### config.mk
export PLATFORM = sky130hd
export DESIGN_NAME = mips_prog_loader_flat
export DESIGN_NICKNAME = d
export VERILOG_FILES = /design/src/rtl/mips_pkg.sv /design/src/rtl/mips_prog_loader_if.sv /design/src/rtl/mips_wdog.sv /design/src/rtl/mips_prog_loader.sv /design/src/flat_wrapper.sv
export SDC_FILE = /design/constraint.sdc
export NUM_CORES = 1
export LEC_CHECK = 0
export ABC_AREA = 1
export CAP_MARGIN = 20
export CORE_UTILIZATION = 39
export DETAILED_ROUTE_END_ITERATION = 12
export PLACE_DENSITY = 0.83
export SLEW_MARGIN = 40
export SYNTH_ARGS = -nofsm -noshare
export SYNTH_HDL_FRONTEND = slang
export SYNTH_SLANG_ARGS = --single-unit
### constraint.sdc
create_clock -name clk1 -period 2 [get_ports clk1]
set_clock_uncertainty 0.15 [all_clocks]
set_input_delay 0.4 -clock clk1 [delete_from_list [all_inputs] [get_ports clk1]]
set_output_delay 0.4 -clock clk1 [all_outputs]
set_load 0.03 [all_outputs]
### src/rtl/mips_pkg.sv
// Shared definitions for the mips host-side loader: sequencer states, error codes,
// and the halt opcode that is also decoded by the core.
package mips_pkg;

    typedef enum logic [2:0] {
        S_IDLE,
        S_LOAD,
        S_CLEAR,
        S_RUN,
        S_DUMP,
        S_DONE
    } state_t;

    typedef enum logic [1:0] {
        ERR_OK   = 2'd0,
        ERR_OVF  = 2'd1,
        ERR_WDOG = 2'd2
    } err_t;

    localparam logic [5:0] HLT_OPCODE = 6'h3f;

    function automatic logic is_halt(input logic [31:0] word, input logic [5:0] op);
        return word[31:26] == op;
    endfunction

endpackage

### src/rtl/mips_prog_loader_if.sv
// Loader bundle: program stream in, imem write port, core control, register read, dump stream out.
// master = the loader, slave = the host/core environment.
interface mips_prog_loader_if #(
    parameter int ADDR_W = 10
);
    logic              start;
    logic              s_valid;
    logic              s_ready;
    logic [31:0]       s_data;
    logic              s_last;
    logic              mem_we;
    logic [ADDR_W-1:0] mem_addr;
    logic [31:0]       mem_wdata;
    logic              cpu_clr;
    logic              cpu_run;
    logic              cpu_halted;
    logic [4:0]        reg_raddr;
    logic [31:0]       reg_rdata;
    logic              m_valid;
    logic              m_ready;
    logic [31:0]       m_data;
    logic [4:0]        m_idx;
    logic              m_last;
    logic              busy;
    logic              done;
    logic [1:0]        err;

    modport master (
        input  start, s_valid, s_data, s_last, cpu_halted, reg_rdata, m_ready,
        output s_ready, mem_we, mem_addr, mem_wdata, cpu_clr, cpu_run, reg_raddr,
               m_valid, m_data, m_idx, m_last, busy, done, err
    );

    modport slave (
        output start, s_valid, s_data, s_last, cpu_halted, reg_rdata, m_ready,
        input  s_ready, mem_we, mem_addr, mem_wdata, cpu_clr, cpu_run, reg_raddr,
               m_valid, m_data, m_idx, m_last, busy, done, err
    );

endinterface

### src/rtl/mips_wdog.sv
// Run watchdog: counts enabled cycles from a clear; expired flags the last allowed cycle.
module mips_wdog #(
    parameter int MAX_CYC = 4096
) (
    input  logic clk,
    input  logic rst_n,
    input  logic clr,
    input  logic en,
    output logic expired
);
    localparam int CW = $clog2(MAX_CYC + 1);

    logic [CW-1:0] cnt;

    // NOTE: sequential state uses non-blocking assignments so every flop samples pre-edge values.
    always_ff @(posedge clk or negedge rst_n) begin
        if (!rst_n) begin
            cnt <= '0;
        end else if (clr) begin
            cnt <= '0;
        end else if (en && !expired) begin
            cnt <= cnt + CW'(1);
        end
    end

    assign expired = (cnt == CW'(MAX_CYC - 1));

endmodule

### src/rtl/mips_prog_loader.sv
// Host-side sequencer: load program, clear and run the core until halt, dump registers.
// Optional LOADER_CHECKSUM_EN appends the 32-bit sum of loaded words as a final dump beat.
module mips_prog_loader
    import mips_pkg::*;
#(
    parameter int          ADDR_W  = 10,
    parameter int          NDUMP   = 32,
    parameter int          MAX_CYC = 4096,
    parameter logic [5:0]  HLT_OP  = HLT_OPCODE
) (
    input logic               clk1,
    input logic               rst_n,
    mips_prog_loader_if.master bus
);
    localparam logic [4:0] LAST_IDX = 5'(NDUMP - 1);

    state_t            state;
    err_t              err_r;
    logic [ADDR_W-1:0] addr;
    logic [4:0]        idx;
    logic              wd_expired;
    logic              beat_in;
    logic              in_dump;
    logic              accept_start;
    logic              last_beat;
    logic [31:0]       beat_data;
    logic [4:0]        beat_idx;

    assign beat_in      = (state == S_LOAD) && bus.s_valid;
    assign in_dump      = (state == S_DUMP);
    assign accept_start = bus.start && ((state == S_IDLE) || (state == S_DONE));

    mips_wdog #(.MAX_CYC(MAX_CYC)) u_wdog (
        .clk     (clk1),
        .rst_n   (rst_n),
        .clr     (state == S_CLEAR),
        .en      ((state == S_RUN) && !bus.cpu_halted),
        .expired (wd_expired)
    );

`ifdef LOADER_CHECKSUM_EN
    logic [31:0] csum;
    logic        csum_beat;

    always_ff @(posedge clk1 or negedge rst_n) begin
        if (!rst_n) begin
            csum      <= '0;
            csum_beat <= 1'b0;
        end else if (accept_start) begin
            csum      <= '0;
            csum_beat <= 1'b0;
        end else begin
            if (beat_in) csum <= csum + bus.s_data;
            if (in_dump && bus.m_ready && !csum_beat && (idx == LAST_IDX)) csum_beat <= 1'b1;
        end
    end

    assign last_beat = csum_beat;
    assign beat_data = csum_beat ? csum : bus.reg_rdata;
    assign beat_idx  = csum_beat ? 5'd0 : idx;
`else
    assign last_beat = (idx == LAST_IDX);
    assign beat_data = bus.reg_rdata;
    assign beat_idx  = idx;
`endif

    always_ff @(posedge clk1 or negedge rst_n) begin
        if (!rst_n) begin
            state <= S_IDLE;
            err_r <= ERR_OK;
            addr  <= '0;
            idx   <= '0;
        end else begin
            unique case (state)
                S_IDLE, S_DONE: begin
                    if (bus.start) begin
                        state <= S_LOAD;
                        err_r <= ERR_OK;
                        addr  <= '0;
                        idx   <= '0;
                    end
                end
                S_LOAD: begin
                    if (bus.s_valid) begin
                        addr <= addr + ADDR_W'(1);
                        // A terminator in the last slot still counts as a clean load.
                        if (bus.s_last || is_halt(bus.s_data, HLT_OP)) begin
                            state <= S_CLEAR;
                        end else if (addr == '1) begin
                            err_r <= ERR_OVF;
                            state <= S_DONE;
                        end
                    end
                end
                S_CLEAR: state <= S_RUN;
                S_RUN: begin
                    if (bus.cpu_halted) begin
                        state <= S_DUMP;
                    end else if (wd_expired) begin
                        err_r <= ERR_WDOG;
                        state <= S_DUMP;
                    end
                end
                S_DUMP: begin
                    if (bus.m_ready) begin
                        if (last_beat)            state <= S_DONE;
                        else if (idx != LAST_IDX) idx   <= idx + 5'd1;
                    end
                end
                default: state <= S_IDLE;
            endcase
        end
    end

    // NOTE: every output is a continuous decode of registered state (plus same-cycle
    // handshake inputs), so there is no combinational process that could infer a latch.
    assign bus.s_ready   = (state == S_LOAD);
    assign bus.mem_we    = beat_in;
    assign bus.mem_addr  = addr;
    assign bus.mem_wdata = beat_in ? bus.s_data : '0;
    assign bus.cpu_clr   = (state == S_CLEAR);
    assign bus.cpu_run   = (state == S_RUN) && !bus.cpu_halted;
    assign bus.reg_raddr = in_dump ? idx : '0;
    assign bus.m_valid   = in_dump;
    assign bus.m_data    = in_dump ? beat_data : '0;
    assign bus.m_idx     = in_dump ? beat_idx : '0;
    assign bus.m_last    = in_dump && last_beat;
    assign bus.busy      = (state != S_IDLE) && (state != S_DONE);
    assign bus.done      = (state == S_DONE);
    assign bus.err       = err_r;

endmodule

### src/flat_wrapper.sv
// flat-port wrapper written by rule: the top's interface ports become plain ports
module mips_prog_loader_flat import mips_pkg::*;
#(
    parameter int          ADDR_W  = 10,
    parameter int          NDUMP   = 32,
    parameter int          MAX_CYC = 4096,
    parameter logic [5:0]  HLT_OP  = HLT_OPCODE
)
  (clk1, rst_n, bus_start, bus_s_valid, bus_s_data, bus_s_last, bus_cpu_halted, bus_reg_rdata, bus_m_ready, bus_s_ready, bus_mem_we, bus_mem_addr, bus_mem_wdata, bus_cpu_clr, bus_cpu_run, bus_reg_raddr, bus_m_valid, bus_m_data, bus_m_idx, bus_m_last, bus_busy, bus_done, bus_err);
  mips_prog_loader_if #(.ADDR_W(ADDR_W)) bus_i ();
  input logic clk1;
  input logic rst_n;
  input wire logic [$bits(bus_i.start)-1:0] bus_start;
  input wire logic [$bits(bus_i.s_valid)-1:0] bus_s_valid;
  input wire logic [$bits(bus_i.s_data)-1:0] bus_s_data;
  input wire logic [$bits(bus_i.s_last)-1:0] bus_s_last;
  input wire logic [$bits(bus_i.cpu_halted)-1:0] bus_cpu_halted;
  input wire logic [$bits(bus_i.reg_rdata)-1:0] bus_reg_rdata;
  input wire logic [$bits(bus_i.m_ready)-1:0] bus_m_ready;
  output wire logic [$bits(bus_i.s_ready)-1:0] bus_s_ready;
  output wire logic [$bits(bus_i.mem_we)-1:0] bus_mem_we;
  output wire logic [$bits(bus_i.mem_addr)-1:0] bus_mem_addr;
  output wire logic [$bits(bus_i.mem_wdata)-1:0] bus_mem_wdata;
  output wire logic [$bits(bus_i.cpu_clr)-1:0] bus_cpu_clr;
  output wire logic [$bits(bus_i.cpu_run)-1:0] bus_cpu_run;
  output wire logic [$bits(bus_i.reg_raddr)-1:0] bus_reg_raddr;
  output wire logic [$bits(bus_i.m_valid)-1:0] bus_m_valid;
  output wire logic [$bits(bus_i.m_data)-1:0] bus_m_data;
  output wire logic [$bits(bus_i.m_idx)-1:0] bus_m_idx;
  output wire logic [$bits(bus_i.m_last)-1:0] bus_m_last;
  output wire logic [$bits(bus_i.busy)-1:0] bus_busy;
  output wire logic [$bits(bus_i.done)-1:0] bus_done;
  output wire logic [$bits(bus_i.err)-1:0] bus_err;
  assign bus_i.start = bus_start;
  assign bus_i.s_valid = bus_s_valid;
  assign bus_i.s_data = bus_s_data;
  assign bus_i.s_last = bus_s_last;
  assign bus_i.cpu_halted = bus_cpu_halted;
  assign bus_i.reg_rdata = bus_reg_rdata;
  assign bus_i.m_ready = bus_m_ready;
  assign bus_s_ready = bus_i.s_ready;
  assign bus_mem_we = bus_i.mem_we;
  assign bus_mem_addr = bus_i.mem_addr;
  assign bus_mem_wdata = bus_i.mem_wdata;
  assign bus_cpu_clr = bus_i.cpu_clr;
  assign bus_cpu_run = bus_i.cpu_run;
  assign bus_reg_raddr = bus_i.reg_raddr;
  assign bus_m_valid = bus_i.m_valid;
  assign bus_m_data = bus_i.m_data;
  assign bus_m_idx = bus_i.m_idx;
  assign bus_m_last = bus_i.m_last;
  assign bus_busy = bus_i.busy;
  assign bus_done = bus_i.done;
  assign bus_err = bus_i.err;
  mips_prog_loader #(.ADDR_W(ADDR_W), .NDUMP(NDUMP), .MAX_CYC(MAX_CYC), .HLT_OP(HLT_OP)) u_core (.clk1(clk1), .rst_n(rst_n), .bus(bus_i));
endmodule
==> Yosys cells after proc, flatten, opt, wreduce, memory -nomap -nowiden <==
Index checks and enable logic that the tools add are counted.
{ "totals": {"regBits": 33, "latch_bits": 0, "ram_bits": 0, "mem_bits_ro": 0, "in_bits": 71, "out_inout_bits": 94, "memories": 0} }
{ "classes": {"addsub": 3, "mul": 0, "n_div": 0, "order_cmp": 0, "n_eq_ne": 23, "shifts": 0, "n_mux": 29, "bitwise_logic": 0, "reduce_logical": 19} }
{ "ops": {"columns": ["operator", "count"], "rows": [
  ["two-way mux 32 bit", 2],
  ["two-way mux 13 bit", 2],
  ["two-way mux 5 bit", 5],
  ["two-way mux 3 bit", 8],
  ["two-way mux 10 bit", 2],
  ["one-hot mux 10 bit (2 select lines)", 1],
  ["inequality test 2 bit (second input constant)", 9],
  ["one-hot mux 3 bit (5 select lines)", 1],
  ["adder 13 x 1 -> 13 bit (second input constant)", 1],
  ["== test 13 x 12 -> 1 bit (second input constant)", 1],
  ["two-way mux 2 bit", 6],
  ["adder 10 x 1 -> 10 bit (second input constant)", 1],
  ["== test 10 bit (second input constant)", 1],
  ["one-hot mux 5 bit (2 select lines)", 1],
  ["AND reduction 7 bit", 1],
  ["== test 3 x 2 -> 1 bit (second input constant)", 2],
  ["== test 3 bit (second input constant)", 2],
  ["== test 6 bit (second input constant)", 1],
  ["inequality test 3 bit (second input constant)", 2],
  ["one-hot mux 2 bit (3 select lines)", 1],
  ["AND reduction 6 bit", 1],
  ["nonzero test 2 bit", 3],
  ["nonzero test 3 bit", 2],
  ["adder 5 x 1 -> 5 bit (second input constant)", 1],
  ["other kinds (12)", 17]
]} }

==> Longest topological paths before layout <==
{ "depth": {"depth_word": 5, "depth_mapped": 11, "ltp_nobuf": 11} }

==> Hierarchy <==
A second synthesis with hierarchy kept.
{ "unflattened": {"cells_unflattened": 443, "area_unflattened_um2": 2767.7} }
{ "by_module_without_submodules": {"columns": ["module", "n_inst", "cells_per_inst", "area_each_um2", "seq_area_each_um2"], "rows": [
  ["mips_prog_loader", 1, 334, 1945.6, 500.5],
  ["mips_wdog", 1, 109, 822.0, 325.3]
]} }

==> Least setup slack after synthesis <==
OpenSTA, ideal clock, no wires.
{ "synth_path": {"path_type": "flip-flop to output port", "from": "register u_core.state[0]", "to": "output bus_reg_raddr[1]", "arrival_ns": 1.790, "slack_ns": -0.340, "path_stages_with_launch": 8, "n_path_buf": 4, "path_cell_list": "dfrtp_1 -> buf_2 -> nor2_1 -> nand2_2 -> buf_2 -> buf_2 -> nor2_1 -> buf_4"} }
{ "synth_between": {"elab_chain_len": 2} }
{ "synth_rtl": {"columns": ["element", "line", "source"], "rows": [
  ["start: declaration", "mips_prog_loader.sv:17", "state_t state;"],
  ["start signal: assignment", "mips_prog_loader.sv:69", "state <= S_IDLE;"],
  ["start signal: assignment", "mips_prog_loader.sv:77", "state <= S_LOAD;"],
  ["start signal: assignment", "mips_prog_loader.sv:88", "state <= S_CLEAR;"],
  ["== test 3 bit", "mips_prog_loader.sv:30", "assign in_dump = (state == S_DUMP);"],
  ["two-way mux 5 bit", null, null],
  ["end: declaration", "flat_wrapper.sv:26", "output wire logic [$bits(bus_i.reg_raddr)-1:0] bus_reg_raddr;"]
]} }
No other way between the ends.

==> Worst setup path in the final report <==
{ "layout_path": {"from": "register u_core.idx[1] (netlist: u_core.beat_idx[1])", "to": "output bus_m_last"} }
{ "layout_between": {"elab_chain_len": 2} }
{ "layout_rtl": {"columns": ["element", "line", "source"], "rows": [
  ["start: declaration", "mips_prog_loader.sv:20", "logic [4:0] idx;"],
  ["start signal: assignment", "mips_prog_loader.sv:107", "else if (idx != LAST_IDX) idx <= idx + 5'd1;"],
  ["== test 5 bit", "mips_prog_loader.sv:62", "assign last_beat = (idx == LAST_IDX);"],
  ["logical AND 1 bit", "mips_prog_loader.sv:127", "assign bus.m_last = in_dump && last_beat;"],
  ["end: declaration", "flat_wrapper.sv:30", "output wire logic [$bits(bus_i.m_last)-1:0] bus_m_last;"]
]} }
No other way between the ends.

==> results.py <==
metrics = {
    "outcome": {
        "status": "finished, violations left",
        "violations": "negative setup slack",
    },
    "clock_tree": {
        "cts_buffers": 5,
        "clockBufferDepth": 2,
        "clockRootBuffer": "clkbuf_8",
        "clkLatencyLatePin_ns": 0.29,
        "htree_levels": 2,
        "cts_tree": "done",
        "cts_sinks": 33,
        "path_clk_slew_ns": 0.07,
        "hold_buffers": 0,
    },
    "synth": {
        "synthArstFlopShare": 1.00,
        "synth-xor-area-share": 0.0218,
        "ys_seq_area_frac": 0.294,
        "yosys_warnings": 0,
        "synth_fa_ha_area_frac": 0.0178,
        "synth_compound_area_frac": 0.0712,
        "synthMuxAreaShare": 0,
        "syn_area_um2": 2810,
        "netlist_instances": 444,
        "synth_cell_types": 29,
        "ys.flop_type": "dfrtp_1",
        "synthesis.nets": 519,
        "yosys_register_bits": 33,
        "synth_edf_count": 0,
        "yosys.area_share.simple": 0.411,
        "avgSynthCellArea_um2": 6.33,
        "synth_top_family_by_area": "simple AND/OR/NAND/NOR gates",
    },
    "drt": {
        "drcViolationCount": 0,
        "routedWlPerCell_um": 13.2,
        "drt-pass1-iter-count": 5,
        "drtIter0Drc": 261,
        "drtAntennaViolNets": 0,
        "drt-total-wl_um": 9730,
        "vias": 3459,
        "viasPerCell": 4.70,
    },
    "worst_setup_path": {
        "worstPathRequired_ns": 1.45,
        "reg2reg_depth": 11,
        "cp-end-kind": "primary output",
        "critPathKind": "register to primary output",
        "startpoint": "u_core.beat_idx[1]",
        "arrival_ns": 1.60,
        "worstPathMaxFanout": 3,
        "r2r-start": "u_core.beat_idx[1]",
        "worst_setup_path_start_kind": "register",
    },
    "layout": {
        "layout_commonest_cell": "inv_1",
        "diodes": 0,
        "area_growth_syn_to_layout_pct": 88.3,
        "finalNonFillerCells": 736,
        "layout.nets": 714,
        "drive_gt1_frac": 0.356,
        "layout_common_cells": "inv_1 (93), nand2_1 (81), clkdlybuf4s50_1 (75), buf_6 (64), buf_4 (51)",
        "utilization": 0.770,
    },
    "sta": {
        "rsz0062_at_grt": "yes",
        "tightestPinTransition_ns": 0.441,
        "period_share": 1.07,
        "drv_slew": 0,
        "clock.fmax_mhz": 466,
        "fin_ws_ns": -0.147,
        "setup_tns_ns": -8.27,
        "period_needed_ns": 2.15,
        "slew_headroom": 0.703,
        "setup_viol": 77,
        "holdWs_ns": 0.326,
        "hold_viol": 0,
    },
    "global_routing": {
        "grt-ovfl-total": 0,
        "grt_busiest_layer": "met2",
        "antenna_found_initial": 0,
        "met2_usage": 0.456,
        "grt.total_usage": 0.237,
        "grt_pass1_wl_um": 14300,
        "gr-usage-met1": 0.256,
        "grt_max_degree": 34,
        "globalRouteMet3Util": 0.0578,
        "grt_pass1_vias": 3265,
    },
    "floorplan": {
        "fp-row-count": 30,
        "die_w_um": 86.9,
        "initial_core_util": 0.409,
        "die_h_um": 86.9,
        "core_area_um2": 6870,
        "dieArea_um2": 7550,
        "ios": 165,
    },
    "worst_hold_path": {
        "hold_class": "register to register",
        "hp-start": "u_core.bus.err[0]",
        "hold_depth": 2,
    },
    "pwr": {
        "power.density_nw_per_um2": 957,
        "ir_worst_vdd_v": 0.000741,
        "p_total_w": 0.00506,
        "leakage_nw": 2.72,
    },
    "job": {
        "cap_violations": 0,
    },
    "placed_design": {
        "hpwl_um": 6630,
        "dp.cells": 710,
        "port-buffer-count": 164,
        "place_congestion": 0.902,
    },
}
## critical path, cell delays in order (launching register included)
cell and delay, ns:
dfrtp_1 0.38, ha_2 0.20, nand2_1 0.07, nor2_1 0.13
ha_2 0.23, inv_2 0.04, nor2_1 0.09, buf_4 0.16
## cell type report
class                           count  area, um^2
Tap cell                           96         120
Fill cell                         475        1580
Clock buffer                        7        96.3
Inverter                          103         394
Sequential cell                    33         828
Multi-Input combinational cell    291        1740
Timing Repair Buffer              205        2110
Clock inverter                      1        5.00
## report_power, final
group	switching [W]	internal (W)
sequential	0.000166	0.000814
clock	0.000255	0.000311
combinational	0.00204	0.00147
total	0.00246	0.00260
## worst paths after layout
check	end	slack, ns
worst max-delay path	bus_m_last	-0.15
worst min-delay path	u_core.bus.err[0]	0.33
worst max register to register	u_core.state[0]	0.15
worst min register to register	u_core.bus.err[0]	0.33
max in group asynchronous	u_core.u_wdog.cnt[0]	0.98
min in group asynchronous	u_core.u_wdog.cnt[6]	0.36
## stage by stage
step                worst slack [ns]  area (um^2)
floorplan                    -0.0859         2950
global placement             -0.0805         4610
detailed placement            -0.120         4610
CTS                           -0.158         4950
global route                  -0.219         5290
finish                        -0.147         5290
## registers in the layout, indices dropped and copies added, names as in the netlist
| signal | flops |
|---|---|
| u_core.beat_idx | 5 |
| u_core.bus.err | 2 |
| u_core.bus.mem_addr | 10 |
| u_core.state | 3 |
| u_core.u_wdog.cnt | 13 |
## cells in the mapped netlist (6+ instances only)
library cell	instances	area share
nand2_1	82	0.11
o21ai_1	10	0.018
inv_2	8	0.011
inv_1	95	0.13
xor2_1	7	0.022
dfrtp_1	33	0.29
nor2_1	96	0.13
nand4_1	14	0.031
o21ai_0	13	0.023
nand3_1	28	0.050
a21oi_1	6	0.011
## metal layers
layer / up-vias / share of wire
met5: - / 0
met4: 0 / 0.013
met3: 10 / 0.092
met2: 172 / 0.51
met1: 1550 / 0.38
li1: 1727 / -
## timing repair
action	in CTS	in global routing
gates cloned	1	2
setup buffers	2	15
setup endpoints to repair	78	95
pin swaps	1	3
resized for setup	56	62
## kinds of logic (layout without fill, tap and decap cells)
logic type,after synthesis,count (layout)
AOI/OAI and AO/OA,36,36
xor gates and xnor gates,7,7
buffers and inverters,120,316
adders and majority gates,4,4
DFF,33,33
and+or+nand+nor,244,244
Note: power is estimated with default switching activity, not from simulation.
